<file path="src/rtl/game_sprite_display.sv">
// game_sprite_display: per-pixel sprite hit test and bitmap lookup, 2-cycle pipeline to the pixel mixer.
// Optional feature macro GAME_SPRITE_MIRROR_EN adds the sprite_mirror input for horizontal flipping.
module game_sprite_display #(
   parameter int SPRITE_WIDTH  = 8,
   parameter int SPRITE_HEIGHT = 8,
   parameter int screen_width  = 640,
   parameter int screen_height = 480,
   parameter int w_x           = $clog2(screen_width),
   parameter int w_y           = $clog2(screen_height),
   parameter int w_rgb         = 3,
   parameter logic [w_rgb-1:0] TRANSPARENT = '0,
   parameter logic [SPRITE_WIDTH*SPRITE_HEIGHT*w_rgb-1:0] SPRITE_BITMAP =
      {(SPRITE_WIDTH*SPRITE_HEIGHT){3'b100}}
) (
   input  logic             clk,
   input  logic             rst,
   input  logic             frame_start,
   input  logic             sprite_enable,
`ifdef GAME_SPRITE_MIRROR_EN
   input  logic             sprite_mirror,
`endif
   input  logic [w_x-1:0]   sprite_x,
   input  logic [w_y-1:0]   sprite_y,
   input  logic             pixel_valid,
   input  logic [w_x-1:0]   pixel_x,
   input  logic [w_y-1:0]   pixel_y,
   output logic             rgb_valid,
   output logic             rgb_en,
   output logic [w_rgb-1:0] rgb,
   output logic             sprite_drawn
);
   localparam int wc = $clog2(SPRITE_WIDTH);
   localparam int wr = $clog2(SPRITE_HEIGHT);
   localparam logic [w_x:0] span_x = (w_x+1)'(SPRITE_WIDTH);
   localparam logic [w_y:0] span_y = (w_y+1)'(SPRITE_HEIGHT);

   logic [w_x-1:0]   shadow_x;
   logic [w_y-1:0]   shadow_y;
   logic             shadow_en;
`ifdef GAME_SPRITE_MIRROR_EN
   logic             shadow_mirror;
`endif
   logic [w_x-1:0]   dx;
   logic [w_y-1:0]   dy;
   logic             hit_next;
   logic [wc-1:0]    col_next;
   logic             v1;
   logic             hit1;
   logic [wc-1:0]    col1;
   logic [wr-1:0]    row1;
   logic [w_rgb-1:0] pix;
   logic             en_next;

   // Shadow copy of the sprite state, updated only at frame boundaries so a frame is never torn
   always_ff @(posedge clk) begin
      if (rst) begin
         shadow_x  <= '0;
         shadow_y  <= '0;
         shadow_en <= 1'b0;
`ifdef GAME_SPRITE_MIRROR_EN
         shadow_mirror <= 1'b0;
`endif
      end else if (frame_start) begin
         shadow_x  <= sprite_x;
         shadow_y  <= sprite_y;
         shadow_en <= sprite_enable;
`ifdef GAME_SPRITE_MIRROR_EN
         shadow_mirror <= sprite_mirror;
`endif
      end
   end

   // Hit test with one extra bit on the far edges so a sprite at the screen border cannot wrap
   always_comb begin
      dx       = pixel_x - shadow_x;
      dy       = pixel_y - shadow_y;
      hit_next = shadow_en & pixel_valid
               & (pixel_x >= shadow_x) & ({1'b0, pixel_x} < {1'b0, shadow_x} + span_x)
               & (pixel_y >= shadow_y) & ({1'b0, pixel_y} < {1'b0, shadow_y} + span_y);
`ifdef GAME_SPRITE_MIRROR_EN
      col_next = shadow_mirror ? wc'(SPRITE_WIDTH-1) - dx[wc-1:0] : dx[wc-1:0];
`else
      col_next = dx[wc-1:0];
`endif
   end

   // Stage 1: register hit flag and bitmap coordinates
   always_ff @(posedge clk) begin
      if (rst) begin
         v1   <= 1'b0;
         hit1 <= 1'b0;
         col1 <= '0;
         row1 <= '0;
      end else begin
         v1   <= pixel_valid;
         hit1 <= hit_next;
         col1 <= col_next;
         row1 <= dy[wr-1:0];
      end
   end

   // Bitmap lookup; power-of-2 width lets {row,col} form the pixel index directly
   always_comb begin
      pix     = SPRITE_BITMAP[{row1, col1}*w_rgb +: w_rgb];
      en_next = hit1 & (pix != TRANSPARENT);
   end

   // Stage 2: registered colour output, forced to 0 when the sprite does not cover the pixel
   always_ff @(posedge clk) begin
      if (rst) begin
         rgb_valid <= 1'b0;
         rgb_en    <= 1'b0;
         rgb       <= '0;
      end else begin
         rgb_valid <= v1;
         rgb_en    <= en_next;
         rgb       <= en_next ? pix : '0;
      end
   end

   // Sticky per-frame flag; frame_start clear takes priority over a coincident sprite pixel
   always_ff @(posedge clk) begin
      if (rst || frame_start) sprite_drawn <= 1'b0;
      else if (rgb_en) sprite_drawn <= 1'b1;
   end
endmodule
</file>
<file path="config.mk">
export PLATFORM = sky130hd
export DESIGN_NAME = game_sprite_display
export DESIGN_NICKNAME = d
export VERILOG_FILES = /design/src/rtl/game_sprite_display.sv
export SDC_FILE = /design/constraint.sdc
export NUM_CORES = 1
export LEC_CHECK = 0
export ABC_AREA = 1
export BUFFER_PORTS_ARGS = -buffer_cell sky130_fd_sc_hd__buf_2
export CORE_MARGIN = 2
export CORE_UTILIZATION = 55
export CTS_BUF_LIST = sky130_fd_sc_hd__clkbuf_16
export DETAILED_ROUTE_END_ITERATION = 10
export MAX_ROUTING_LAYER = met4
export PLACE_DENSITY = 0.82
export SLEW_MARGIN = 20
export SYNTH_ARGS = -nofsm -noshare
export SYNTH_HDL_FRONTEND = slang
export SYNTH_SLANG_ARGS = --single-unit
export TNS_END_PERCENT = 20
</file>
<file path="constraint.sdc">
create_clock -name clk -period 4.3 [get_ports clk]
set_input_delay 0.215 -clock clk [delete_from_list [all_inputs] [get_ports clk]]
set_output_delay 0.215 -clock clk [all_outputs]
set_load 0.005 [all_outputs]
</file>
==> out/metrics.cfg <==
[placed_design]
gp_congestion=0.916
post-dp-hpwl_um=3250
portBuffers=46
place_ws_ps=2560

[final_layout]
areaGrowthSynthToFinish_pct=18.8
drive_above_1_share_pct=20.1
utilization_pct=68.2
diodes=0
finalNetCount=392

[drt]
routed_wl_um=4060
viasPerCell=4.94
postRouteAntennaNets=0
drt-initial-drc-count=42
drt-wirelength-per-cell_um=11.3
drtPass1Iterations=4
drc_errors=0
vias=1777

[die]
io_pins=49
initial_core_util_pct=57.4
dieHeight_um=63.3
fp.dieArea_sq_mm=0.00400
num_rows=21
fp.coreArea_sq_mm=0.00336
dieWidth_um=63.3

[critical_path]
reg2reg_slack_ps=2550
critPathSlowestCell=dfxtp_1
path_buf_inv=0
path_common_cell=nand2_1
worstSetupPathType=reg -> reg
cp.arrival_ps=1920
crit_family=simple AND/OR/NAND/NOR gates
slowest_delay_ps=370
crit_path_end_kind=register
r2r-start=shadow_x[4]$_SDFFE_PP0P_
r2r_end=hit1$_SDFF_PP0_
crit_required_ps=4470
reg2reg_depth=10
worstPathCellList=ha_1 > nand2_1 > nor2_1 > nand3_1 > xor2_1 > ha_1 > a21boi_0 > nand2_1 > nand2_1 > nor2_2
start_kind=register
crit_fanout=3

[pwr]
p_per_area_mw_per_mm2=305
p_leak_nw=1.16
peakVddDrop_uv=182

[timing]
layout_worst_path_cycle_share_pct=40.7
tightest_slew_ps=576
setup_violations=0
grt_setup_unrepaired=no
maxSlewHeadroom_pct=61.6
hold_violations=0
fin_crit_ps=1750
finalClockSkew_ps=3.68
final-max-slew-violation-count=0
fmax_mhz=571
tns_ps=0
worst_slack_ps=2550

[worst_hold_path]
worstHoldStart=rst
hold_end=rgb_valid$_SDFF_PP0_
holdPathStages=2
hp-class=in -> reg

[clocking]
clkSinkCount=26
cts_tree=yes
post_cts_resized=0
htreeDepth=1
postCtsSetupRepairBufs=0
clkLatencyLatePin_ps=260
numCtsBuffers=3
path_clk_slew_ps=70
clockBufferDepth=2
cts_hold_buf=0
cts_root_buf=clkbuf_16

[yosys]
ys_seq_area_share_pct=26.9
synth-seq-cells=26
syn_area_per_cell_sq_um=7.16
ys.warnings.count=0
synth_cell_types=27
syn-cell-area_sq_mm=0.00193
syn_inst=270

[grt]
grt_antenna_before_repair=0
track_usage_pct=22.3
grt-ovfl-total=0
grt_pass1_wl_um=7000
grt_max_degree=38
grt_pass1_vias=1764

[flow_run]
max_cap_viol_count=0

[status]
status=finished, final reports clean

-- cell families after synthesis --
group / after synthesis / synth area share, %
compound gates: 53 / 14.4
xor+xnor: 8 / 3.63
fa+ha+maj: 34 / 22.0
buf+inv: 49 / 9.91
flops: 26 / 26.9
other cells: 1 / 0.194
simple gates: 99 / 22.9
-- layout by cell type (no fill, tap or decap) --
cell type and instances:
clkbuf_16 3, nand4_1 1, dfxtp_1 26, nand2_2 3, nand3_2 2, a21oi_2 1, inv_1 39, nand3_1 11
conb_1 2, bufinv_16 1, buf_2 46, o21ai_1 4, nor3_1 5, nand2_1 47, xor2_1 6, a21boi_0 1
o21ai_0 17, nor2_4 2, xnor2_1 2, a21oi_1 27, a21o_1 2, ha_1 34, nor2_1 24, inv_2 3
nand3b_1 1, nor2_2 2, nor3b_1 1, o21a_1 1
-- worst max path at each step --
stage                        startpoint              end  slack (ps)  depth (start not counted)
2_1_floorplan  shadow_x[3]$_SDFFE_PP0P_  hit1$_SDFF_PP0_        2660                         10
3_3_place_gp   shadow_x[3]$_SDFFE_PP0P_  hit1$_SDFF_PP0_        2590                         10
3_5_place_dp   shadow_x[4]$_SDFFE_PP0P_  hit1$_SDFF_PP0_        2560                         10
4_1_cts        shadow_x[4]$_SDFFE_PP0P_  hit1$_SDFF_PP0_        2530                         10
5_1_grt        shadow_x[4]$_SDFFE_PP0P_  hit1$_SDFF_PP0_        2350                         10
6_report       shadow_x[4]$_SDFFE_PP0P_  hit1$_SDFF_PP0_        2550                         10
-- registers in the layout, summed over array words and instances (netlist names) --
name and flops:
shadow_x 10, shadow_y 9, hit1 1, rgb 1, rgb_en 1, rgb_valid 1, shadow_en 1, sprite_drawn 1
v1 1
-- cell usage after synthesis, drive strengths merged --
cell type,n,area [sq um]
nand2,50,195
inv,42,158
ha,34,425
a21oi,28,144
nor2,28,125
dfxtp,26,521
o21ai,21,105
nand3,13,75.1
xor2,6,52.6
clkbuf,5,18.8
nor3,5,25.0
a21o,2,15.0
buf,2,15.0
xnor2,2,17.5
a21boi,1,7.51
conb,1,3.75
nand3b,1,7.51
nand4,1,6.26
nor3b,1,7.51
o21a,1,7.51
-- metal layers --
| metal | GRT usage, % | share of wire [%] | routed length [um] |
|---|---|---|---|
| met5 | - | 0 | 0 |
| met3 | 3.39 | 3.7 | 151 |
| met4 | 5.71 | 1.0 | 41 |
| met2 | 43.4 | 51 | 2090 |
| met1 | 23.3 | 44 | 1780 |
-- report_power, final --
part | leakage [nW] | internal [mW] | switching [mW]
clock network | 0.0511 | 0.185 | 0.0874
logic | 0.897 | 0.0705 | 0.0913
registers | 0.215 | 0.255 | 0.00999
total | 1.16 | 0.511 | 0.189
-- per-stage QoR --
stage / area, sq um / cells / hold slack [ps] / total power, mW
2_1_floorplan: 1940 / 271 / 286 / 0.382
3_5_place_dp: 2190 / 356 / 394 / 0.432
6_report: 2290 / 360 / 177 / 0.700
3_3_place_gp: 2190 / 356 / 389 / 0.426
5_1_grt: 2290 / 360 / 197 / 0.745
4_1_cts: 2290 / 360 / 176 / 0.706
-- cell type report --
class,count,area (sq um)
inverters,42,158
clock buffers,3,75.1
multi-input cells,196,1220
repair buffers,46,230
well taps,46,57.6
flip-flops and latches,26,520
clock inverters,1,30.0
fillers,313,1070
Power figures use the tool's default switching activity.
